==> src/rtl/oven_pkg.sv <==
// oven_pkg: shared keypad types, widths and key-decoding helpers
package oven_pkg;
  localparam int KEY_COUNT = 10;
  localparam int KEY_CODE_W = 4;
  typedef enum logic [2:0] {IDLE, SETTLE, EMIT, HOLD, RELEASE} key_state_t;
  function automatic logic [KEY_CODE_W-1:0] key_index(input logic [KEY_COUNT-1:0] k);
    key_index = '0;
    for (int i = 0; i < KEY_COUNT; i++)
      if (k[i]) key_index = KEY_CODE_W'(i);
  endfunction
  function automatic logic [KEY_CODE_W-1:0] key_count(input logic [KEY_COUNT-1:0] k);
    key_count = '0;
    for (int i = 0; i < KEY_COUNT; i++)
      key_count = key_count + KEY_CODE_W'(k[i]);
  endfunction
endpackage

==> src/rtl/key_encoder_settle_counter.sv <==
// settle_counter: counts consecutive stable samples for press and release qualification
module settle_counter #(
  parameter int SETTLE_CYCLES = 4
) (
  input  logic clock,
  input  logic clear_n,
  input  logic load,
  input  logic inc,
  output logic done
);
  logic [3:0] cnt_q, cnt_d;
  always_comb cnt_d = load ? 4'd1 : inc ? cnt_q + 4'd1 : cnt_q;
  always_ff @(posedge clock or negedge clear_n)
    if (!clear_n) cnt_q <= '0;
    else cnt_q <= cnt_d;
  assign done = cnt_q == 4'(SETTLE_CYCLES - 1);
endmodule

==> src/rtl/key_encoder.sv <==
// key_encoder: debounced, no-repeat one-hot keypad to digit-code encoder
module key_encoder
  import oven_pkg::*;
#(
  parameter int SETTLE_CYCLES = 4
) (
  input  logic                  clock,
  input  logic                  clear_n,
  input  logic [KEY_COUNT-1:0]  keypad,
  output logic [KEY_CODE_W-1:0] code,
  output logic                  valid,
  output logic                  busy,
  output logic                  multi
);
  key_state_t state_q, state_d;
  logic [KEY_COUNT-1:0] cand_q, cand_d;
  logic [KEY_CODE_W-1:0] code_q, keys;
  logic valid_q, multi_q, load, inc, done, quiet;
  assign keys = key_count(keypad);
  assign quiet = keypad == '0;
  settle_counter #(.SETTLE_CYCLES(SETTLE_CYCLES)) u_cnt (
    .clock(clock), .clear_n(clear_n), .load(load), .inc(inc), .done(done)
  );
  always_comb begin
    state_d = state_q;
    cand_d = cand_q;
    load = 1'b0;
    inc = 1'b0;
    unique case (state_q)
      IDLE: begin
        if (keys == 4'd1) begin
          cand_d = keypad;
          load = 1'b1;
          state_d = SETTLE;
        end else if (!quiet) state_d = HOLD;
      end
      SETTLE: begin
        if (keypad == cand_q) begin
          state_d = done ? EMIT : SETTLE;
          inc = !done;
        end else state_d = quiet ? IDLE : HOLD;
      end
      EMIT: state_d = HOLD;
      HOLD: begin
        load = quiet;
        state_d = quiet ? RELEASE : HOLD;
      end
      RELEASE: begin
        // any bounce while releasing re-arms the hold, never a second strobe
        inc = quiet && !done;
        state_d = !quiet ? HOLD : done ? IDLE : RELEASE;
      end
      default: state_d = IDLE;
    endcase
  end
  always_ff @(posedge clock or negedge clear_n)
    if (!clear_n) begin
      state_q <= IDLE;
      cand_q <= '0;
      code_q <= '0;
      valid_q <= 1'b0;
      multi_q <= 1'b0;
    end else begin
      state_q <= state_d;
      cand_q <= cand_d;
      code_q <= state_d == EMIT ? key_index(cand_q) : code_q;
      valid_q <= state_d == EMIT;
      multi_q <= keys > 4'd1;
    end
  assign code = code_q;
  assign valid = valid_q;
  assign busy = state_q != IDLE;
  assign multi = multi_q;
endmodule
==> config.mk <==
export PLATFORM = sky130hd
export DESIGN_NAME = key_encoder
export DESIGN_NICKNAME = d
export VERILOG_FILES = /design/src/rtl/oven_pkg.sv /design/src/rtl/key_encoder_settle_counter.sv /design/src/rtl/key_encoder.sv
export SDC_FILE = /design/constraint.sdc
export NUM_CORES = 1
export LEC_CHECK = 0
export CAP_MARGIN = 20
export CORE_ASPECT_RATIO = 1.25
export CORE_UTILIZATION = 35
export DETAILED_ROUTE_END_ITERATION = 8
export GPL_TIMING_DRIVEN = 0
export MAX_ROUTING_LAYER = met4
export SKIP_CTS_REPAIR_TIMING = 1
export SYNTH_ARGS = -nofsm -noshare
export SYNTH_HDL_FRONTEND = slang
export SYNTH_SLANG_ARGS = --single-unit
==> constraint.sdc <==
create_clock -name clock -period 6.1 [get_ports clock]
set_clock_uncertainty 0.2 [all_clocks]
set_input_delay 1.83 -clock clock [delete_from_list [all_inputs] [get_ports clock]]
set_output_delay 1.83 -clock clock [all_outputs]
set_load 0.05 [all_outputs]
==> key figures <==
GRT
  • GRT Total Usage: 0.160
  • GRT overflow: 0
  • Maximum number of pins on one net before global-route repair: 24
  • First-pass GRT wire length: 5510 um
  • Antenna violations before repair: 0
  • Vias in the first global route: approximately 1,200

Cells and area
  • Layout cells sized above 1: 0.0877
  • Nets: 194
  • Diode count: 0
  • Fin util: 0.450
  • Synth-to-layout area growth: 21.9%
  • Filler cells: between 400 and 500

Synth
  • Unique masters post-synth: between 40 and 50
  • Netlist Area Pre-Place: 1540 um^2
  • Post-synthesis sequential area ratio: 0.374
  • Top FF cell, synth: dfrtp_1
  • Top cells by area, synth: dfrtp_1 37%, fa_1 7.8%, mux2_1 5.9%
  • Most frequent cells after synthesis: 23 x dfrtp_1, 17 x inv_1, 10 x xor2_1
  • Syn avg cell area: approximately 10 um^2
  • Top-count cell post-synth: dfrtp_1
  • EDFF count, synth: 0
  • Top-area cell type share of the netlist area: 0.374
  • Syn_nets: between 150 and 200
  • YS warnings: 0
  • Synthesized instance count: 148
  • Yosys reg bits: 23
  • Cell taking the most area after synthesis: dfrtp_1
  • Asr flop ratio synth: 1.00

Placement
  • Port Buf Inserts: 18
  • DP HPWL: 2560 um
  • GP Congestion: 0.809

STA
  • Endpoints failing setup: 0
  • RSZ-0062 raised after global routing: false
  • Count of final hold-check violations: 0
  • Worst-margin pin slew: about 0.5 ns
  • Hold Slack: 0.313 ns
  • Tmin final: approximately 6 ns
  • Final Slew Violations: 0
  • Highest Clock Rate: 170 MHz
  • Total negative slack: 0 ns
  • Final Cycle Share: 0.965
  • Relative slew margins: 0.662

Clock tree
  • Maximum buffer depth of the clock tree: 2
  • Total CTS buffers: 3
  • CTS sink cnt: 23
  • Clk Latency, worst-skew pair: between 0.2 and 0.3 ns
  • Worst-path clk slew: roughly 0.090 ns
  • CTS root buffer: clkbuf_8
  • CTS tree: built
  • H-Tree Depth: 1

Detailed routing
  • Antenna-violating nets left: 0
  • DRC: 0
  • Detailed Routing Iterations Pass 1: 4
  • Vias per cell: ~5.3
  • Routed length per instance: ~14 um
  • Final WL: 3240 um
  • 1st-iter DRT viols: 30
  • Vias: 1,199

Floorplan
  • Num ports: 19
  • Core footprint: 4160 um^2
  • Die W: 61.3 um
  • Die Ht: 76.1 um
  • Initial Util: 0.370
  • Die footprint: 4670 um^2
  • Rows: 26

Setup path
  • Worst path arrival time: 5.85 ns
  • Startpoint Class: input pin
  • Crit path required time: about 6.1 ns
  • Critical path capture point type: flop
  • Crit Path Category: input pin to flop
  • Worst Path Max Fanout: 10

Power
  • Static leakage: 0.851 nW
  • Power Dens Cells: 238 nW/um^2
  • Worst IR drop on VDD: 0.121 mV

Hold path
  • Hold Crit Class: flop to flop

Status
  • Status: completed

Job
  • Max cap viols: 0
## final cells by class
type / instances / area (um^2) / share of cell area
Tap cell: 56 / 70.1 / 0.0374
Inverter: 17 / 63.8 / 0.0340
Timing Repair Buffer: 19 / 208 / 0.111
Buffer: 3 / 15.0 / 0.00801
Clock buffer: 3 / 41.3 / 0.0220
Sequential cell: 23 / 576 / 0.307
Clock inverter: 1 / 7.51 / 0.00400
Multi-Input combinational cell: 105 / 895 / 0.477
## metrics by stage
| step | worst slack, ns | instance area, um^2 | cells | total power (W) |
|---|---|---|---|---|
| after CTS | -0.0835 | 1840 | 226 | 0.000444 |
| after floorplan | 0.563 | 1540 | 148 | 0.000297 |
| after detailed placement | -0.344 | 1790 | 222 | 0.000342 |
| after global placement | -0.339 | 1790 | 222 | 0.000336 |
| after global routing | 0.0338 | 1880 | 227 | 0.000479 |
| final | 0.213 | 1880 | 227 | 0.000447 |
## layer usage
metal / track usage / vias up / wire [um]
li1: - / 571 / -
met1: 0.186 / 600 / 1360
met2: 0.278 / 23 / 1730
met3: 0.0221 / 5 / 108
met4: 0.0409 / 0 / 44
met5: - / - / 0
## logic make-up after synthesis
logic type | share of synthesized area
adder cells (fa/ha/maj) | 0.111
buffers and inverters | 0.0496
flip-flops | 0.374
AO/OA/AOI/OAI | 0.108
multiplexers | 0.0911
AND/OR/NAND/NOR | 0.210
XOR/XNOR | 0.0569
## critical path: stages
cell             delay [ns]
clkdlybuf4s50_1        0.57
fa_1                   0.48
fa_1                   0.52
inv_1                  0.05
fa_1                   0.42
inv_1                  0.07
ha_1                   0.17
inv_1                  0.06
fa_1                   0.38
a2111oi_2              0.37
o2111a_2               0.33
clkbuf_4               0.25
mux2_1                 0.33
## cell usage in the layout, fill, tap and decap left out, types with 2 or more instances in the layout
cell type | synthesis | final
ha_1 | 4 | 4
nor3b_1 | 3 | 3
o21bai_1 | 2 | 2
nand2_1 | 9 | 9
fa_1 | 6 | 6
nor3_1 | 3 | 3
mux2i_1 | 2 | 2
clkdlybuf4s50_1 | 0 | 18
dfrtp_1 | 23 | 23
a211o_1 | 2 | 2
or3b_1 | 2 | 2
nor4_4 | 2 | 2
o21ai_1 | 4 | 4
clkbuf_8 | 0 | 3
nand3_1 | 6 | 6
and4_1 | 2 | 2
and3_1 | 2 | 2
nor2b_1 | 2 | 2
nand4_1 | 6 | 6
nor2_1 | 8 | 8
a21oi_1 | 3 | 3
inv_1 | 17 | 17
mux2_1 | 8 | 8
xor2_1 | 10 | 10
mux2_4 | 2 | 2
## worst paths after layout
kind                         endpoint       from  slack (ns)  depth (start not counted)
max                         cand_q[9]  keypad[3]        0.21                         13
min                         cand_q[0]  cand_q[0]        0.31                          1
max reg2reg                   code[1]  cand_q[5]        3.86                          5
min reg2reg                 cand_q[0]  cand_q[0]        0.31                          1
max in group asynchronous  state_q[1]    clear_n        3.70                          2
min in group asynchronous     code[1]    clear_n        1.60                          1
## where the power goes
group / total (W) / internal [W] / switching, W
Combinational: 0.000156 / 0.0000691 / 0.0000868
Clock: 0.000101 / 0.0000464 / 0.0000547
Sequential: 0.000190 / 0.000171 / 0.0000194
Total: 0.000447 / 0.000286 / 0.000161
## flip-flops by register name, indices dropped and copies added, names as in the netlist
name,count
cand_q,10
multi,1
valid,1
state_q,3
u_cnt.cnt_q,4
code,4
Note: power is estimated with default switching activity, not from simulation.
